`src/rtl/lsu_multicycle.sv`:
```
// Multi-cycle load/store unit: accepts one sized access, drives an aligned variable-latency
// memory port, builds store byte lanes and sign/zero-extends load data.
module lsu_multicycle #(
    parameter int XLEN          = 64,
    parameter int AW            = 64,
    parameter bit MISALIGN_TRAP = 1'b1
) (
    input  logic              clk,
    input  logic              rst,
    input  logic              req_valid,
    output logic              req_ready,
    input  logic              req_we,
    input  logic [1:0]        req_size,
    input  logic              req_unsigned,
    input  logic [AW-1:0]     req_addr,
    input  logic [XLEN-1:0]   req_wdata,
    output logic              resp_valid,
    output logic [XLEN-1:0]   resp_rdata,
    output logic              resp_misalign,
    output logic              mem_req,
    output logic              mem_we,
    output logic [AW-1:0]     mem_addr,
    output logic [XLEN-1:0]   mem_wdata,
    output logic [XLEN/8-1:0] mem_wmask,
    input  logic              mem_gnt,
    input  logic              mem_rvalid,
    input  logic [XLEN-1:0]   mem_rdata
);
    localparam int NB = XLEN / 8;
    localparam int OB = $clog2(NB);

    typedef enum logic [1:0] {IDLE, REQ, WAIT, RESP} state_t;
    state_t state;

    logic [OB-1:0] off_l;
    logic [1:0]    size_l;
    logic          uns_l;
    logic          we_l;

    logic [OB-1:0]   req_off;
    logic [OB-1:0]   req_amask;
    logic [OB-1:0]   eff_off;
    logic            req_illegal;
    logic            req_mis;
    logic            req_fault;
    logic [XLEN-1:0] rd_shift;

    // Offset bits that must be zero for a naturally aligned access of this size.
    function automatic logic [OB-1:0] align_mask(input logic [1:0] size);
        return OB'((1 << size) - 1);
    endfunction

    function automatic logic [NB-1:0] lane_mask(input logic [1:0] size);
        int bytes;
        bytes = 1 << size;
        return (bytes >= NB) ? '1 : ((NB'(1) << bytes) - NB'(1));
    endfunction

    function automatic logic [XLEN-1:0] load_extend(input logic [XLEN-1:0] d,
                                                    input logic [1:0]      size,
                                                    input logic            uns);
        int              nbits;
        logic [XLEN-1:0] keep;
        logic [XLEN-1:0] top;
        logic            fill;
        nbits = 8 << size;
        if (nbits > XLEN) nbits = XLEN;
        keep = (nbits >= XLEN) ? '1 : ((XLEN'(1) << nbits) - XLEN'(1));
        top  = d >> (nbits - 1);
        fill = ~uns & top[0];
        return (d & keep) | ({XLEN{fill}} & ~keep);
    endfunction

    always_comb begin
        req_off     = req_addr[OB-1:0];
        req_amask   = align_mask(req_size);
        req_illegal = (XLEN == 32) && (req_size == 2'd3);
        req_mis     = (|(req_off & req_amask)) || req_illegal;
        req_fault   = req_mis && (MISALIGN_TRAP || req_illegal);
        // Without trapping, a misaligned access is pulled down to its natural alignment.
        eff_off     = req_off & ~req_amask;
    end

    assign rd_shift = mem_rdata >> {off_l, 3'b000};

    // Request latch: data only, captured on accept.
    always_ff @(posedge clk) begin
        if (state == IDLE && req_valid) begin
            we_l   <= req_we;
            size_l <= req_size;
            uns_l  <= req_unsigned;
            off_l  <= eff_off;
        end
    end

    always_ff @(posedge clk) begin
        if (rst) begin
            state         <= IDLE;
            req_ready     <= 1'b1;
            resp_valid    <= 1'b0;
            resp_rdata    <= '0;
            resp_misalign <= 1'b0;
            mem_req       <= 1'b0;
            mem_we        <= 1'b0;
            mem_addr      <= '0;
            mem_wdata     <= '0;
            mem_wmask     <= '0;
        end else begin
            case (state)
                IDLE: begin
                    if (req_valid) begin
                        req_ready <= 1'b0;
                        if (req_fault) begin
                            state         <= RESP;
                            resp_valid    <= 1'b1;
                            resp_misalign <= 1'b1;
                            resp_rdata    <= '0;
                        end else begin
                            state     <= REQ;
                            mem_req   <= 1'b1;
                            mem_we    <= req_we;
                            mem_addr  <= {req_addr[AW-1:OB], {OB{1'b0}}};
                            mem_wmask <= req_we ? (lane_mask(req_size) << eff_off) : '0;
                            mem_wdata <= req_we ? (req_wdata << {eff_off, 3'b000}) : '0;
                        end
                    end
                end
                REQ: begin
                    if (mem_gnt) begin
                        state     <= WAIT;
                        mem_req   <= 1'b0;
                        mem_we    <= 1'b0;
                        mem_wmask <= '0;
                    end
                end
                WAIT: begin
                    if (mem_rvalid) begin
                        state         <= RESP;
                        resp_valid    <= 1'b1;
                        resp_misalign <= 1'b0;
                        resp_rdata    <= we_l ? '0 : load_extend(rd_shift, size_l, uns_l);
                    end
                end
                RESP: begin
                    state         <= IDLE;
                    resp_valid    <= 1'b0;
                    resp_misalign <= 1'b0;
                    resp_rdata    <= '0;
                    req_ready     <= 1'b1;
                end
                default: state <= IDLE;
            endcase
        end
    end
endmodule

```
`config.mk`:
```
export PLATFORM = sky130hd
export DESIGN_NAME = lsu_multicycle
export DESIGN_NICKNAME = d
export VERILOG_FILES = /design/src/rtl/lsu_multicycle.sv
export SDC_FILE = /design/constraint.sdc
export NUM_CORES = 1
export LEC_CHECK = 0
export ABC_AREA = 1
export CAP_MARGIN = 20
export CORE_ASPECT_RATIO = 0.7
export CORE_UTILIZATION = 35
export CTS_BUF_LIST = sky130_fd_sc_hd__clkbuf_8
export DETAILED_ROUTE_END_ITERATION = 7
export PLACE_DENSITY = 0.7
export RECOVER_POWER = 50
export SYNTH_ARGS = -nofsm -noshare
export SYNTH_HDL_FRONTEND = slang
export SYNTH_SLANG_ARGS = --single-unit
```
`constraint.sdc`:
```
create_clock -name clk -period 3.2 [get_ports clk]
set_input_delay 0.48 -clock clk [delete_from_list [all_inputs] [get_ports clk]]
set_output_delay 0.48 -clock clk [all_outputs]
set_load 0.01 [all_outputs]
```
After elaboration in Yosys (flattened, before gate mapping). Index checks and enable logic that the tools add are counted. W data, S select, Z words.

Output and inout bits: 205. Latch bits: 0. Bits in read-only memories: 0. Word-level logic and storage cells: 95. Input bits: 201. Memories: 0. Register bits after elaboration: 211. RAM bits: 0.

Bitwise gates (word level): 10. Reductions and logical operators: 11. Add/sub/neg operators: 4. Shifts and indexed selects: 8. Multiplexer cells: 37. Order comparisons: 3. Equal/unequal tests: 8. Multiply operators: 0. Divide/modulo/power cells: 0.

Operators with widths (number): $mux W64 (6); $pmux W64 S3 (1); $and A64 B64 Y64 (2); $mux W32 (4); $not A64 Y64 (1); $or A64 B64 Y64 (1); $shl A1 B32 Y64 const A (1); $shl A64 B6 Y64 (1); $shr A64 B32 Y1 (1); $shr A64 B6 Y64 (1); $sub A64 B1 Y64 const B (1); $mux W8 (5); $ge A32 B5 Y1 const B (1); $ge A32 B8 Y1 const B (1); $gt A32 B8 Y1 const B (1); $shl A1 B2 Y32 const A (1); $shl A1 B32 Y8 const A (1); $shl A4 B2 Y32 const A (1); $sub A32 B2 Y32 const B (1); $pmux W8 S2 (1); $mux W1 (10); $ne A2 B2 Y1 const B (5); $mux W2 (4); $pmux W2 S4 (1); 19 further kinds (28).

Depth between registers and ports, before layout. Gate-level depths: netlist of the first run.

Word-level depth: 15. Mapped depth: 14.

Worst setup path before layout of the first run. No wires, ideal clock.

Path kind: register to register. Start point: register size_l[1]. End point: register resp_rdata[24]. Buffers on the path: 2. Arrival time: 1.977 ns. Slack: 1.090 ns. Setup time: 0.134 ns. Stages on the path, launching flop included: 15. Path through: edfxtp_1 -> nor2_1 -> inv_1 -> buf_2 -> ha_1 -> inv_1 -> o21ai_0 -> nand2_1 -> nand2_2 -> inv_1 -> nand2_1 -> nand2_2 -> buf_6 -> nand2_1 -> a21oi_1.

Cells in the longest elaborated chain, start to end: 15.

RTL lines: start, declared (line 36) `logic [1:0] size_l;`; start signal, assigned (line 90) `size_l <= req_size;`; $shl A4 B2 Y32 (*) (line 66) `nbits = 8 << size;`; $gt A32 B8 Y1 (line 67) `if (nbits > XLEN) nbits = XLEN;`; $mux W32 (*) (line 67); $mux W32 (*) (line 137) `if (mem_rvalid) begin`; $mux W32 (*) (line 109) `case (state)`; $mux W32 (*) (line 97) `if (rst) begin`; branches (longest 5 deep; another with $sub A32 B2 Y32); $or A64 B64 Y64 (*) (line 71) `return (d & keep) | ({XLEN{fill}} & ~keep);`; $mux W64 (*) (line 141) `resp_rdata <= we_l ? '0 : load_extend(rd_shift, size_l, uns_l);`; $mux W64 (*) (line 137); $pmux W64 S3 (*) (line 109); end signal, assigned (line 141); end, declared (line 18) `output logic [XLEN-1:0] resp_rdata,`.

Every way passes the cells marked *. The select of a mux whose other input is x is not followed. A chain may end at the register's enable or synchronous reset.

Worst setup path in the final report of the first run.
Start point: input req_size[0]. End point: register mem_wdata[62].

Cells in the longest elaborated chain, start to end: 6.

RTL lines: start, declared (line 13) `input logic [1:0] req_size,`; $shl A1 B2 Y32 (*); $sub A3 B2 Y3 (*) (line 50) `return OB'((1 << size) - 1);`; $not A3 Y3 or $and A3 B3 Y3 (tied branches) (line 81, 78); $and A3 B3 Y3 or $reduce_or A3 Y1 (tied branches) (line 81, 78); $shl A64 B6 Y64 or $not A1 Y1 (tied branches); $mux W64 or $reduce_and A3 Y1 (tied branches); end signal, assigned (line 124) `mem_wdata <= req_we ? (req_wdata << {eff_off, 3'b000}) : '0;`; end, declared (line 23) `output logic [XLEN-1:0] mem_wdata,`.

Mark *: on every way between the ends. The rest lies on a longest branch, timed or not.

==> metrics.txt, run 1 <==
RR Endpoint=resp_rdata[49]; Cells after DPL=about 2400; Clock Tree Root=clkbuf_8; pin count of the biggest net entering global routing=126; crit path DAT=~3000 ps; Worst Hold Launch=req_valid; Post-Synth Simple-Gate Area=roughly 29%; drt wl/cell=18.3 um; Critical Path RT=3630 ps; Post-CTS Resized=0; Final TNS setup=0 ps; Adder-Cell Fraction of Synth Area=0.663%; post-route setup slack=between 500 and 600 ps; total CTS buffers=36; final setup fails=0; clk_lat worst skew=520 ps; slew margin rel.=between 30 and 40%; clk buf depth=3; crit-path max FO=31; asr flop ratio synth=0%; Post-synth EDFFs=7; Seq/Total Area, Yosys=37.9%; Die Wd=about 220 um; mapped cell area=0.0113 mm2; fin cells=about 2500; worst slack at placement=roughly 480 ps; top-level I/O count=406; fraction of layout cells with a size suffix above 1=8.55%; worst reg2reg startpoint=off_l[0]; Post-layout nets=2226; first-pass GRT wire length=roughly 70 mm; die area=0.0331 mm2; initial antenna violation count=13; Core Region=0.0315 mm2; Chip Height=152 um; Yosys top cell by area=dfxtp_1; I/O Buffers=402; Slew Viols, Final=0; Synth Flop Type=dfxtp_1; Hold WS=392 ps; TritonCTS clock tree=built; Hold Vio Cnt, Final=0; synth top area cells=dfxtp_1 36%, nand2_1 17%, a21oi_1 10%; fmax=384 MHz; GR Util All Layers=approximately a quarter; Synth Area per Inst=6.74 um2; Pwr per Cell Area=about 540 mW/mm2; clock skew=23.7 ps; number of distinct library cells after synthesis=41; RSZ-0062 raised after global routing=no; Compound-Gate Fraction of Synth Area=22.7%; Max-Cap Viols=0; post-synthesis mux area share=roughly 1.2%; Static Leakage=6.65 nW; Synth Instances=1681; buffer count from post-CTS setup fixing=0; detailed-route via count=13100; P&R area growth vs syn=44.9%; Sink Count=211; Yosys reg bits=211; largest family of logic cells by synthesized area=simple AND/OR/NAND/NOR gates; synth warn=0; final core utilization=a little over half; Post-CTS Hold Fix Bufs=0; Total Wirelength=45.2 mm; DR vias/cell=5.29; period utilisation layout=81.4%; share of the synthesized area in the top cell type=36.1%; Hold Crit Depth=3; dpl hpwl=~34 mm; Reg2Reg Depth=12; most common cell in the synthesized netlist=nand2_1; FP Rows=54; Iteration-0 DRC Markers=about 1200; VDD IR max=a little under 300 uV; Slew @ Worst Pin=959 ps; CP Class=in2reg; Worst Hold End=req_ready; status=finished, final reports clean; grt ovf=0; flop2flop setup slack=around 750 ps; Hold/Removal Path Class=in2reg; min Tclk post-route=2610 ps; top cells by count, synth=503 x nand2_1, 226 x a21oi_1, 204 x dfxtp_1; Starting Density=between 30% and 40%; ANT nets after route=0; First-pass DRT Iterations=5; via count of the first global-routing pass=12400; clock edge transition at the registers on the reported setup and hold paths=60 ps; xor/xnor share of the synthesized area=0%; GPL Wtd Cong=0.992; crit end category=flop; DRC=0; H-Tree Depth=2; CP startpoint kind=primary input
[worst max-delay path, stage by stage]
cell           delay (ps)
dlygate4sd3_1         600
nor2_2                160
nand2_1                80
inv_1                 700
buf_12                220
o21ai_0               100
o21ai_0               360
o221ai_1              180
a21oi_1               140
[state kept, by name (all words and copies together), names as in the netlist, 2 cells and up]
signal and flops:
state 2, resp_rdata 64, mem_wdata 64, size_l 2
mem_wmask 8, mem_addr 61, off_l 3
[cells in the final DEF, fill, tap and decap left out, drive strengths merged, types with 3 or more instances in the layout]
cell type,Yosys,layout
nand2,508,508
a21oi,237,237
clkdlybuf4s50,0,204
dfxtp,204,204
dlygate4sd3,0,196
nand3,163,163
o21ai,162,162
nor2,84,84
inv,66,72
clkbuf,76,45
buf,68,42
o211ai,16,16
o221ai,16,16
mux2i,14,14
or2,12,12
clkinv,2,11
a31oi,9,9
diode,0,8
edfxtp,7,7
a32oi,6,6
ha,6,6
a211oi,5,5
o22ai,5,5
o31ai,4,4
conb,1,3
bufinv,0,3
[cell families after synthesis]
logic type | Yosys count
and+or+nand+nor | 771
muxes | 14
DFF | 211
adders and majority gates | 6
other | 1
AOI/OAI and AO/OA | 466
buffers and inverters | 212
[worst max path at each step]
stage / startpoint / to / slack, ps / depth (start not counted)
after floorplan: size_l[1] / resp_rdata[24] / 1090 / 14
after global placement: req_size[0] / mem_wdata[62] / 470 / 9
after detailed placement: req_size[0] / mem_wdata[62] / 480 / 9
after CTS: off_l[0] / resp_rdata[49] / 770 / 12
after global routing: req_size[0] / mem_wdata[62] / 430 / 9
final: req_size[0] / mem_wdata[62] / 590 / 9
[stage by stage]
step | total power [W] | instance area, um2
after floorplan | 0.00505 | 11300
after global placement | 0.00630 | 15600
after detailed placement | 0.00632 | 15600
after CTS | 0.00902 | 16400
after global routing | 0.00944 | 16400
final | 0.00893 | 16400
[layer usage]
| metal | share of wire [%] | wire length [um] | global-route usage [%] | vias up |
|---|---|---|---|---|
| met1 | 41 | 18700 | 33.8 | 6041 |
| met2 | 45 | 20500 | 42.0 | 617 |
| met3 | 11 | 4770 | 8.52 | 82 |
| met5 | 0.14 | 65 | 0 | - |
| li1 | - | - | - | 6329 |
| met4 | 2.6 | 1190 | 8.65 | 10 |
[power breakdown]
group	leakage (nW)	switching (W)	internal [W]
clock network	0.433	0.00116	0.00153
registers	1.72	0.000128	0.00288
logic	4.50	0.00209	0.00116
[cell type report]
cell class	instances	area (um2)
multi-input combinational	1260	6120
fill	3106	15100
clock inverter	20	179
clock buffer	45	619
inverter	68	255
sequential	211	4290
timing repair buffer	442	4400
tap	420	526
antenna	8	20.0
Note: power is estimated with default switching activity, not from simulation.
==> inputs of run 2 (changes only) <==
==> constraint.sdc (replaced) <==
create_clock -name clk -period 2.65 [get_ports clk]
set_input_delay 0.3975 -clock clk [delete_from_list [all_inputs] [get_ports clk]]
set_output_delay 0.3975 -clock clk [all_outputs]
set_load 0.01 [all_outputs]
==> metrics.txt, run 2 (synthesis gave the netlist of run 1 again) <==
Sink Count=211 (unchanged); Iteration-0 DRC Markers=1444 (was 1213); VDD IR max=348 uV (was 292 uV); crit-path max FO=32 (was 31); drt wl/cell=18.6 um (was 18.3 um); DRC=0 (unchanged); Critical Path RT=3100 ps (was 3630 ps); critical path launch point=off_l[1] (was req_size[0]); fraction of layout cells with a size suffix above 1=8.84% (was 8.55%); fmax=419 MHz; I/O Buffers=402 (unchanged); top-level I/O count=406 (unchanged); Die Wd=217 um (unchanged); slew margin rel.=55.6% (was 36.0%); pin count of the biggest net entering global routing=126 (unchanged); crit path DAT=2830 ps (was 3040 ps); initial antenna violation count=9 (was 13); commonest non-fill, non-tap cells in the layout=502 x nand2_1, 226 x a21oi_1, 204 x dfxtp_1 (was 502 x nand2_1, 226 x a21oi_1, 204 x clkdlybuf4s50_1, 204 x dfxtp_1, 196 x dlygate4sd3_1); Hold Vio Cnt, Final=0 (unchanged); clk_lat worst skew=560 ps (was 520 ps); RR Endpoint=resp_rdata[51] (was resp_rdata[49]); crit end category=flop (unchanged); GPL Wtd Cong=0.963 (was 0.992); Max-Cap Viols=0 (unchanged); Core Region=0.0315 mm2 (unchanged); grt ovf=0 (unchanged); Hold/Removal Path Class=in2reg (unchanged); detailed-route via count=13100 (about the same); P&R area growth vs syn=46.0% (was 44.9%); Post-layout nets=2239 (was 2226); clk buf depth=3 (unchanged); clock skew=42.3 ps (was 23.7 ps); area of the multi-input gates=0.00612 mm2 (about the same); placed inst area=0.0158 mm2 (was 0.0156 mm2); TritonCTS clock tree=built (unchanged); ANT nets after route=0 (unchanged); GR Util All Layers=27.0% (was 26.5%); H-Tree Depth=2 (unchanged); CP Class=reg2reg (was in2reg); first-pass GRT wire length=70.8 mm (was 69.3 mm); Total Wirelength=46.1 mm (was 45.2 mm); worst reg2reg startpoint=off_l[1] (was off_l[0]); Pwr per Cell Area=646 mW/mm2 (was 544 mW/mm2); buffer count from post-CTS setup fixing=0 (unchanged); Final TNS setup=0 ps (unchanged); via count of the first global-routing pass=12100 (was 12400); min Tclk post-route=2390 ps; fillers=3036 (was 3106); Clock Tree Root=clkbuf_8 (unchanged); RSZ-0062 raised after global routing=no (unchanged); worst setup path endpoint=resp_rdata[51] (was mem_wdata[62]); final setup fails=0 (unchanged); Static Leakage=6.74 nW (was 6.65 nW); die area=0.0331 mm2 (unchanged); FP Rows=54 (unchanged); final instance area=0.0165 mm2 (was 0.0164 mm2); Starting Density=36.0% (unchanged); Chip Height=152 um (unchanged); total CTS buffers=36 (unchanged); clock edge transition at the registers on the reported setup and hold paths=70 ps (was 60 ps); flop2flop setup slack=260 ps (was 750 ps); Reg2Reg Depth=10 (was 12); DR vias/cell=5.29 (about the same); Slew @ Worst Pin=666 ps (was 959 ps); First-pass DRT Iterations=6 (was 5); Post-CTS Hold Fix Bufs=0 (unchanged); dpl hpwl=34.1 mm (was 34.0 mm); commonest non-fill, non-tap cell in the layout=nand2_1 (unchanged); Slew Viols, Final=0 (unchanged); top flop regs=mem_wdata (64), resp_rdata (64), mem_addr (61) (unchanged); Post-CTS Resized=0 (unchanged); Register Area=0.00429 mm2 (unchanged); period utilisation layout=90.2%; final core utilization=52.5% (was 52.1%); CP startpoint kind=flop (was primary input); status=finished, final reports clean (unchanged); final total power=0.0107 W (was 0.00893 W)
## run 2: cell count changes in the layout (fill, tap and decap cells not counted), moves of 3 or more
cell / delta
bufinv_16: -3
buf_12: +8
inv_1: +7
buf_4: +5
diode_2: -3
clkinv_2: -5
## run 2: worst max-delay path: stages (launching register included)
cell and delay, ps:
edfxtp_1 510, inv_2 420, nand3_2 170, o21ai_2 210, o21ai_0 120, nand2_1 90
nand2_2 70, o21ai_4 170, buf_12 250, nand3_1 110, a21oi_1 140
## run 2: per-layer routing
metal	vias up	GRT usage (%)	routed length (um)
li1	6355	-	-
met1	6091	37.1	20200
met2	605	41.6	20600
met3	71	7.07	4420
met4	6	7.41	923
met5	-	0	40
## run 2: how the worst min path moves through the flow
| stage | start | endpoint | slack (ps) | cells past startpoint |
|---|---|---|---|---|
| after floorplan | mem_wmask[5] | mem_wmask[5] | 480 | 2 |
| after detailed placement | mem_addr[43] | mem_addr[43] | 450 | 2 |
| after global placement | mem_addr[45] | mem_addr[45] | 450 | 2 |
| final | rst | mem_addr[63] | 260 | 2 |
| after global routing | req_valid | req_ready | 270 | 3 |
| after CTS | req_valid | req_ready | 230 | 3 |
## run 2: area by class of cell
type                    instances  share of cell area, %
flip-flops and latches        211                   26.0
repair buffers                455                   27.8
diodes                          5                 0.0757
clock inverters                19                  0.538
well taps                     420                   3.18
clock buffers                  46                   3.83
multi-input cells            1260                   37.1
inverters                      68                   1.54
## run 2: power breakdown
group | total (W) | internal (W) | switching, W
Combinational | 0.00407 | 0.00149 | 0.00258
Clock | 0.00297 | 0.00157 | 0.00140
Sequential | 0.00364 | 0.00347 | 0.000168
## run 2: per-stage QoR
stage	cells	hold WS, ps	worst slack [ps]
floorplan	1683	483	540
detailed placement	2414	454	115
global route	2483	270	168
global placement	2414	448	181
finish	2484	265	261
CTS	2479	229	325
